<file path="src/rtl/mips_trace_monitor_if.sv">
// Retire-stream and trace-stream bundle for mips_trace_monitor.
// The master side is the CPU core plus the trace consumer; the slave side is the monitor.
interface mips_trace_monitor_if #(
    parameter int PC_W   = 32,
    parameter int DATA_W = 32
);
    localparam int REC_W = 4 + PC_W + DATA_W;

    // Retire stream: one instruction per cycle at most
    logic              ret_valid;
    logic [PC_W-1:0]   ret_pc;
    logic [5:0]        ret_opcode;
    logic [5:0]        ret_funct;
    logic [DATA_W-1:0] ret_wd;

    // Trace stream: valid/ready drain of {class, pc, wd} records
    logic              tr_ready;
    logic              tr_valid;
    logic [REC_W-1:0]  tr_data;

    modport master (
        output ret_valid, ret_pc, ret_opcode, ret_funct, ret_wd, tr_ready,
        input  tr_valid, tr_data
    );

    modport slave (
        input  ret_valid, ret_pc, ret_opcode, ret_funct, ret_wd, tr_ready,
        output tr_valid, tr_data
    );
endinterface

</file>
<file path="src/rtl/mips_trace_monitor.sv">
// Run monitor for the MIPS cores: classifies retiring instructions, keeps
// saturating per-class counters, bounds the run to CYCLE_LIMIT active cycles
// and buffers {class, pc, wd} trace records in a small FIFO.
module mips_trace_monitor #(
    parameter int CYCLE_LIMIT = 15,
    parameter int DEPTH       = 8,
    parameter int CNT_W       = 16,
    parameter int PC_W        = 32,
    parameter int DATA_W      = 32
) (
    input  logic                 clk,
    input  logic                 rst,
    mips_trace_monitor_if.slave  bus,
    input  logic                 clr,
    input  logic                 run_en,
    output logic [CNT_W-1:0]     cycle_cnt,
    output logic [9*CNT_W-1:0]   cls_cnt,
    output logic                 overflow,
    output logic                 done
);
    localparam int N_CLS = 9;
    localparam int REC_W = 4 + PC_W + DATA_W;
    localparam int AW    = $clog2(DEPTH);

    localparam logic [CNT_W-1:0] CNT_MAX = '1;
    localparam logic [CNT_W-1:0] LIMIT   = CNT_W'(CYCLE_LIMIT);
    localparam logic [AW:0]      FULL    = (AW+1)'(DEPTH);

    typedef enum logic [1:0] {
        S_IDLE,
        S_RUN,
        S_DONE
    } state_t;

    typedef enum logic [3:0] {
        C_ADD   = 4'd0,
        C_SUB   = 4'd1,
        C_AND   = 4'd2,
        C_OR    = 4'd3,
        C_LW    = 4'd4,
        C_SW    = 4'd5,
        C_BEQ   = 4'd6,
        C_J     = 4'd7,
        C_OTHER = 4'd8
    } cls_t;

    state_t           state;
    cls_t             cls;
    logic             active;
    logic             rec_in;
    logic             push;
    logic             pop;
    logic [REC_W-1:0] rec;

    logic [CNT_W-1:0] cls_q [N_CLS];

    logic [REC_W-1:0] mem [DEPTH];
    logic [AW-1:0]    wr_ptr;
    logic [AW-1:0]    rd_ptr;
    logic [AW:0]      count;

    // Decode the retiring instruction into its class code
    always_comb begin
        // NOTE: default assignment first so every path drives cls and no latch is inferred.
        cls = C_OTHER;
        if (bus.ret_opcode == 6'd0) begin
            case (bus.ret_funct)
                6'd32:   cls = C_ADD;
                6'd34:   cls = C_SUB;
                6'd36:   cls = C_AND;
                6'd37:   cls = C_OR;
                default: cls = C_OTHER;
            endcase
        end else begin
            case (bus.ret_opcode)
                6'd35:   cls = C_LW;
                6'd43:   cls = C_SW;
                6'd4:    cls = C_BEQ;
                6'd2:    cls = C_J;
                default: cls = C_OTHER;
            endcase
        end
    end

    // Active cycle = running and not paused; only then do retires count
    assign active = (state == S_RUN) && run_en;
    assign rec_in = active && bus.ret_valid && !clr;
    assign rec    = {cls, bus.ret_pc, bus.ret_wd};

    // FIFO handshake: a full FIFO still accepts a record when the head leaves the same cycle
    assign bus.tr_valid = (count != '0);
    assign bus.tr_data  = mem[rd_ptr];
    assign pop          = bus.tr_valid && bus.tr_ready && !clr;
    assign push         = rec_in && ((count != FULL) || pop);

    // Run FSM with cycle counter and registered done flag
    always_ff @(posedge clk or posedge rst) begin
        // NOTE: sequential state uses non-blocking assignments so all flops update together at the edge.
        if (rst) begin
            state     <= S_IDLE;
            cycle_cnt <= '0;
            done      <= 1'b0;
        end else if (clr) begin
            state     <= S_IDLE;
            cycle_cnt <= '0;
            done      <= 1'b0;
        end else begin
            case (state)
                S_IDLE: begin
                    if (run_en) state <= S_RUN;
                end
                S_RUN: begin
                    if (run_en) begin
                        cycle_cnt <= cycle_cnt + 1'b1;
                        if (cycle_cnt == LIMIT - 1'b1) begin
                            state <= S_DONE;
                            done  <= 1'b1;
                        end
                    end
                end
                S_DONE: begin
                    state <= S_DONE;
                end
                default: begin
                    state <= S_IDLE;
                    done  <= 1'b0;
                end
            endcase
        end
    end

    // Saturating per-class counters, bumped on each counted retire
    always_ff @(posedge clk or posedge rst) begin
        if (rst) begin
            for (int k = 0; k < N_CLS; k++) cls_q[k] <= '0;
        end else if (clr) begin
            for (int k = 0; k < N_CLS; k++) cls_q[k] <= '0;
        end else if (active && bus.ret_valid && cls_q[cls] != CNT_MAX) begin
            cls_q[cls] <= cls_q[cls] + 1'b1;
        end
    end

    // Flatten the class counters onto the output bus, class k at [k*CNT_W +: CNT_W]
    always_comb begin
        cls_cnt = '0;
        for (int k = 0; k < N_CLS; k++) cls_cnt[k*CNT_W +: CNT_W] = cls_q[k];
    end

    // Trace storage write port
    always_ff @(posedge clk) begin
        // NOTE: the storage array is not reset; only pointers and count are, so stale words are never visible.
        if (push) mem[wr_ptr] <= rec;
    end

    // FIFO pointers and occupancy; pointers wrap naturally since DEPTH is a power of 2
    always_ff @(posedge clk or posedge rst) begin
        if (rst) begin
            wr_ptr <= '0;
            rd_ptr <= '0;
            count  <= '0;
        end else if (clr) begin
            wr_ptr <= '0;
            rd_ptr <= '0;
            count  <= '0;
        end else begin
            if (push) wr_ptr <= wr_ptr + 1'b1;
            if (pop)  rd_ptr <= rd_ptr + 1'b1;
            if (push && !pop)      count <= count + 1'b1;
            else if (pop && !push) count <= count - 1'b1;
        end
    end

    // Sticky overflow: set when a counted record finds no room
    always_ff @(posedge clk or posedge rst) begin
        if (rst)                 overflow <= 1'b0;
        else if (clr)            overflow <= 1'b0;
        else if (rec_in && !push) overflow <= 1'b1;
    end
endmodule

</file>
<file path="src/flat_wrapper.sv">
// flat-port wrapper written by rule: the top's interface ports become plain ports
module mips_trace_monitor_flat 
#(
    parameter int CYCLE_LIMIT = 15,
    parameter int DEPTH       = 8,
    parameter int CNT_W       = 16,
    parameter int PC_W        = 32,
    parameter int DATA_W      = 32
)
  (clk, rst, clr, run_en, cycle_cnt, cls_cnt, overflow, done, bus_ret_valid, bus_ret_pc, bus_ret_opcode, bus_ret_funct, bus_ret_wd, bus_tr_ready, bus_tr_valid, bus_tr_data);
  mips_trace_monitor_if #(.PC_W(PC_W), .DATA_W(DATA_W)) bus_i ();
  input  logic clk;
  input  logic rst;
  input  logic clr;
  input  logic run_en;
  output logic [CNT_W-1:0] cycle_cnt;
  output logic [9*CNT_W-1:0] cls_cnt;
  output logic overflow;
  output logic done;
  input wire logic [$bits(bus_i.ret_valid)-1:0] bus_ret_valid;
  input wire logic [$bits(bus_i.ret_pc)-1:0] bus_ret_pc;
  input wire logic [$bits(bus_i.ret_opcode)-1:0] bus_ret_opcode;
  input wire logic [$bits(bus_i.ret_funct)-1:0] bus_ret_funct;
  input wire logic [$bits(bus_i.ret_wd)-1:0] bus_ret_wd;
  input wire logic [$bits(bus_i.tr_ready)-1:0] bus_tr_ready;
  output wire logic [$bits(bus_i.tr_valid)-1:0] bus_tr_valid;
  output wire logic [$bits(bus_i.tr_data)-1:0] bus_tr_data;
  assign bus_i.ret_valid = bus_ret_valid;
  assign bus_i.ret_pc = bus_ret_pc;
  assign bus_i.ret_opcode = bus_ret_opcode;
  assign bus_i.ret_funct = bus_ret_funct;
  assign bus_i.ret_wd = bus_ret_wd;
  assign bus_i.tr_ready = bus_tr_ready;
  assign bus_tr_valid = bus_i.tr_valid;
  assign bus_tr_data = bus_i.tr_data;
  mips_trace_monitor #(.CYCLE_LIMIT(CYCLE_LIMIT), .DEPTH(DEPTH), .CNT_W(CNT_W), .PC_W(PC_W), .DATA_W(DATA_W)) u_core (.clk(clk), .rst(rst), .bus(bus_i), .clr(clr), .run_en(run_en), .cycle_cnt(cycle_cnt), .cls_cnt(cls_cnt), .overflow(overflow), .done(done));
endmodule
</file>
<file path="config.mk">
export PLATFORM = sky130hd
export DESIGN_NAME = mips_trace_monitor_flat
export DESIGN_NICKNAME = d
export VERILOG_FILES = /design/src/rtl/mips_trace_monitor_if.sv /design/src/rtl/mips_trace_monitor.sv /design/src/flat_wrapper.sv
export SDC_FILE = /design/constraint.sdc
export NUM_CORES = 1
export LEC_CHECK = 0
export CORE_MARGIN = 4
export CORE_UTILIZATION = 55
export CTS_CLUSTER_DIAMETER = 50
export DETAILED_ROUTE_END_ITERATION = 16
export GPL_TIMING_DRIVEN = 0
export PLACE_DENSITY = 0.87
export SYNTH_ARGS = -nofsm -noshare
export SYNTH_HDL_FRONTEND = slang
export SYNTH_SLANG_ARGS = --single-unit
</file>
<file path="constraint.sdc">
create_clock -name clk -period 7.44 [get_ports clk]
set_input_delay 1.488 -clock clk [delete_from_list [all_inputs] [get_ports clk]]
set_output_delay 1.488 -clock clk [all_outputs]
set_load 0.01 [all_outputs]
</file>
==> run metrics <==
status=finished clean; Post-Layout Cell Count=2,920; DR vias/cell=6.468; final wirelength=88,110 microns; hold buffer count at CTS=0; Setup Viol. Count Final=0; Hold/Removal Path Class=flop to flop; CP top delay family=compound AO/OA/AOI/OAI gates; wire length per cell=30.17 microns; Clock Path Buffers=3; initial core utilization=55.70%; first-pass GRT wire length=130,200 microns; CTS clk-pin slew, worst paths=0.06 ns; antenna violations before repair=10; Die Ht=241.7 microns; post-detail-place hpwl=57,690 microns; final hold viol count=0; DR pass1 iterations=5; Total Routing Usage GR=29.93%; crit path DAT=7.39 ns; Layout Skew=0.03600 ns; Main synth FF type=edfxtp_1; synthesis warning total=0; top cells by area, synth=edfxtp_1, dfrtp_1, mux4_2, mux2_2, mux2i_1; Final min period=6.949 ns; relative slew slack=19.24%; share of Yosys cell area claimed by the top area cell type=54.39%; CP max-delay cell=a211oi_1; max_cap viols=0; die width=241.7 microns; # Post-CTS Setup Buffers=0; CP Class=input port to flop; CTS tree=built; Core Region=0.05392 sq mm; P&R area growth vs syn=23.68%; worst-path fanout max=10; Pwr Density=255.7 mW/mm^2; Seq cells post-synth=718; post-synth cell types=94; ys async rst share=24.23%; fin. max-slew vios=0; die area=0.05841 sq mm; drt initial violations=2,203; Setup crit end kind=flop; Worst-Skew Late Latency=0.62 ns; Max Fclk=143.9 MHz; EDFF count, synth=544; CP Cell Sequence=clkdlybuf4s50_1, clkbuf_1, a211o_1, clkbuf_1, a211oi_1, a22oi_1, o21ai_0, a21oi_4, inv_2, ha_1, a21boi_2, and4_4, and3b_1, xor2_1, o21ai_0; dpl ws=0.1112 ns; post-CTS sizing=0; final net count=2,256; vias in the first global route=19,510; global route overflow=0; pin count of the biggest net entering global routing=103; RSZ-0062 raised after global routing=false; Critical Path Source Type=input port; Core Rows=85; worst slew pin tran=1.207 ns; PnR worst setup slack=0.4913 ns; maximum vdd ir drop=0.1753 mV; CTS root buffer=clkbuf_16; Static Leakage=0.01294 uW; Final Power=9499 uW; clk sink count=718; top cell type by total area after synthesis=edfxtp_1; DRC viols=0; Synth Instances=1,746; placer congestion estimate=0.9694; Worst Path Buf+Inv=4; vias after detailed routing=18,890; WP data required=7.88 ns; share of layout cells above drive strength 1=20.07%; I/O pins=313; post-synthesis sequential area ratio=68.88%; # placed instances=2,781; Hold WS=0.4944 ns; cts bufs inserted=76; Avg Inst Size Synth=17.20 sq um; final setup TNS=0 ns; crit share post-route=93.40%; Syn Std Cell Area=0.03004 sq mm; I/O Buffers=312; ANT nets after route=0; r2r setup slk=3.57 ns; number of H-tree levels=3; syn_nets=1,839; Critical Path Max Stage Delay=0.98 ns
[cell usage in the layout, fill, tap and decap left out, types with 63 or more instances in the layout]
| cell type | netlist | final |
|---|---|---|
| clkbuf_1 | 52 | 71 |
| clkbuf_16 | 0 | 76 |
| clkdlybuf4s50_1 | 0 | 312 |
| dfrtp_1 | 174 | 174 |
| edfxtp_1 | 544 | 544 |
| mux2_2 | 69 | 69 |
| mux2i_1 | 63 | 63 |
| mux4_2 | 136 | 136 |
| nand2_1 | 106 | 106 |
| nor2_1 | 103 | 97 |
[worst register-to-register path: cells and delay by family, from the launching register on]
kind / cells / cell delay (ns)
flip-flops: 1 / 0.39
adder cells (fa/ha/maj): 1 / 0.16
buffers and inverters: 4 / 0.61
AND/OR/NAND/NOR: 5 / 2.39
[worst paths after layout]
| path | from | to | cells past startpoint |
|---|---|---|---|
| min | u_core.overflow | u_core.overflow | 2 |
| max reg2reg | u_core.state[1] | u_core.mem[0][39] | 10 |
| max in group asynchronous | rst | u_core.cls_cnt[140] | 3 |
| max | bus_ret_opcode[2] | u_core.cls_cnt[78] | 15 |
| min in group asynchronous | rst | u_core.cls_cnt[38] | 2 |
| min reg2reg | u_core.overflow | u_core.overflow | 2 |
[sequential cells by signal (all words and copies together) (netlist names)]
signal            flops
u_core.mem          544
u_core.cls_cnt      144
u_core.cycle_cnt     16
u_core.count          4
u_core.rd_ptr         3
u_core.wr_ptr         3
u_core.state          2
u_core.done           1
u_core.overflow       1
[area by class of cell]
cell class,instances,area [sq um]
fill,3419,16770
tap,696,870.8
clock inverter,36,380.4
multi-input combinational,921,8874
inverter,14,60.06
antenna,2,5.005
timing repair buffer,339,3726
sequential,718,20690
buffer,93,488.0
clock buffer,101,2056
[Yosys cell counts, types with 4 or more instances]
cell       number
a211o_1         4
a211oi_1       21
a21oi_1        38
a21oi_2         5
a22o_1          7
a22oi_1         4
a2bb2oi_1       4
and2_1          4
and3_1         26
buf_1          14
buf_2           9
buf_6          16
clkbuf_1       52
dfrtp_1       174
edfxtp_1      544
ha_1           10
inv_1          11
mux2_2         69
mux2i_1        63
mux4_2        136
nand2_1       106
nand2b_1       22
nand3_1        17
nand3b_1       44
nand4_1         5
nor2_1        103
nor3_1          8
nor4_1          5
o21ai_0        28
o21ai_1        25
o221ai_1       24
o22a_1          4
o22ai_1        14
o2bb2ai_1       6
o311ai_4        4
or2_2          10
or3_1           6
xnor2_1        10
xor2_1         16
[power breakdown]
group          internal (uW)  leakage (uW)  switching, uW  total [uW]
Clock                   2140       0.00118           1590        3730
Combinational            702       0.00443            681        1380
Sequential              4360       0.00732           29.3        4390
Total                   7200        0.0129           2300        9500
[cell families after synthesis]
group	after synthesis	synth area share (%)
AO/OA/AOI/OAI	230	6.286
XOR/XNOR	29	0.9206
adder cells (fa/ha/maj)	11	0.4832
buffers and inverters	107	1.800
flip-flops	718	68.88
multiplexers	268	14.88
AND/OR/NAND/NOR	383	6.744
[per-stage QoR]
stage | util, % | area [sq um]
floorplan | - | 30050
global placement | 63.13 | 34040
detailed placement | 64.37 | 34710
CTS | 68.89 | 37140
global route | 68.89 | 37150
finish | 68.90 | 37150
[metal layers]
layer	GRT usage [%]	vias up	share of wire, %
li1	-	7756	-
met1	39.20	9684	37
met2	49.18	1189	49
met3	7.854	242	10
met4	10.76	16	3.9
met5	0	-	0.12
Power figures use the tool's default switching activity.
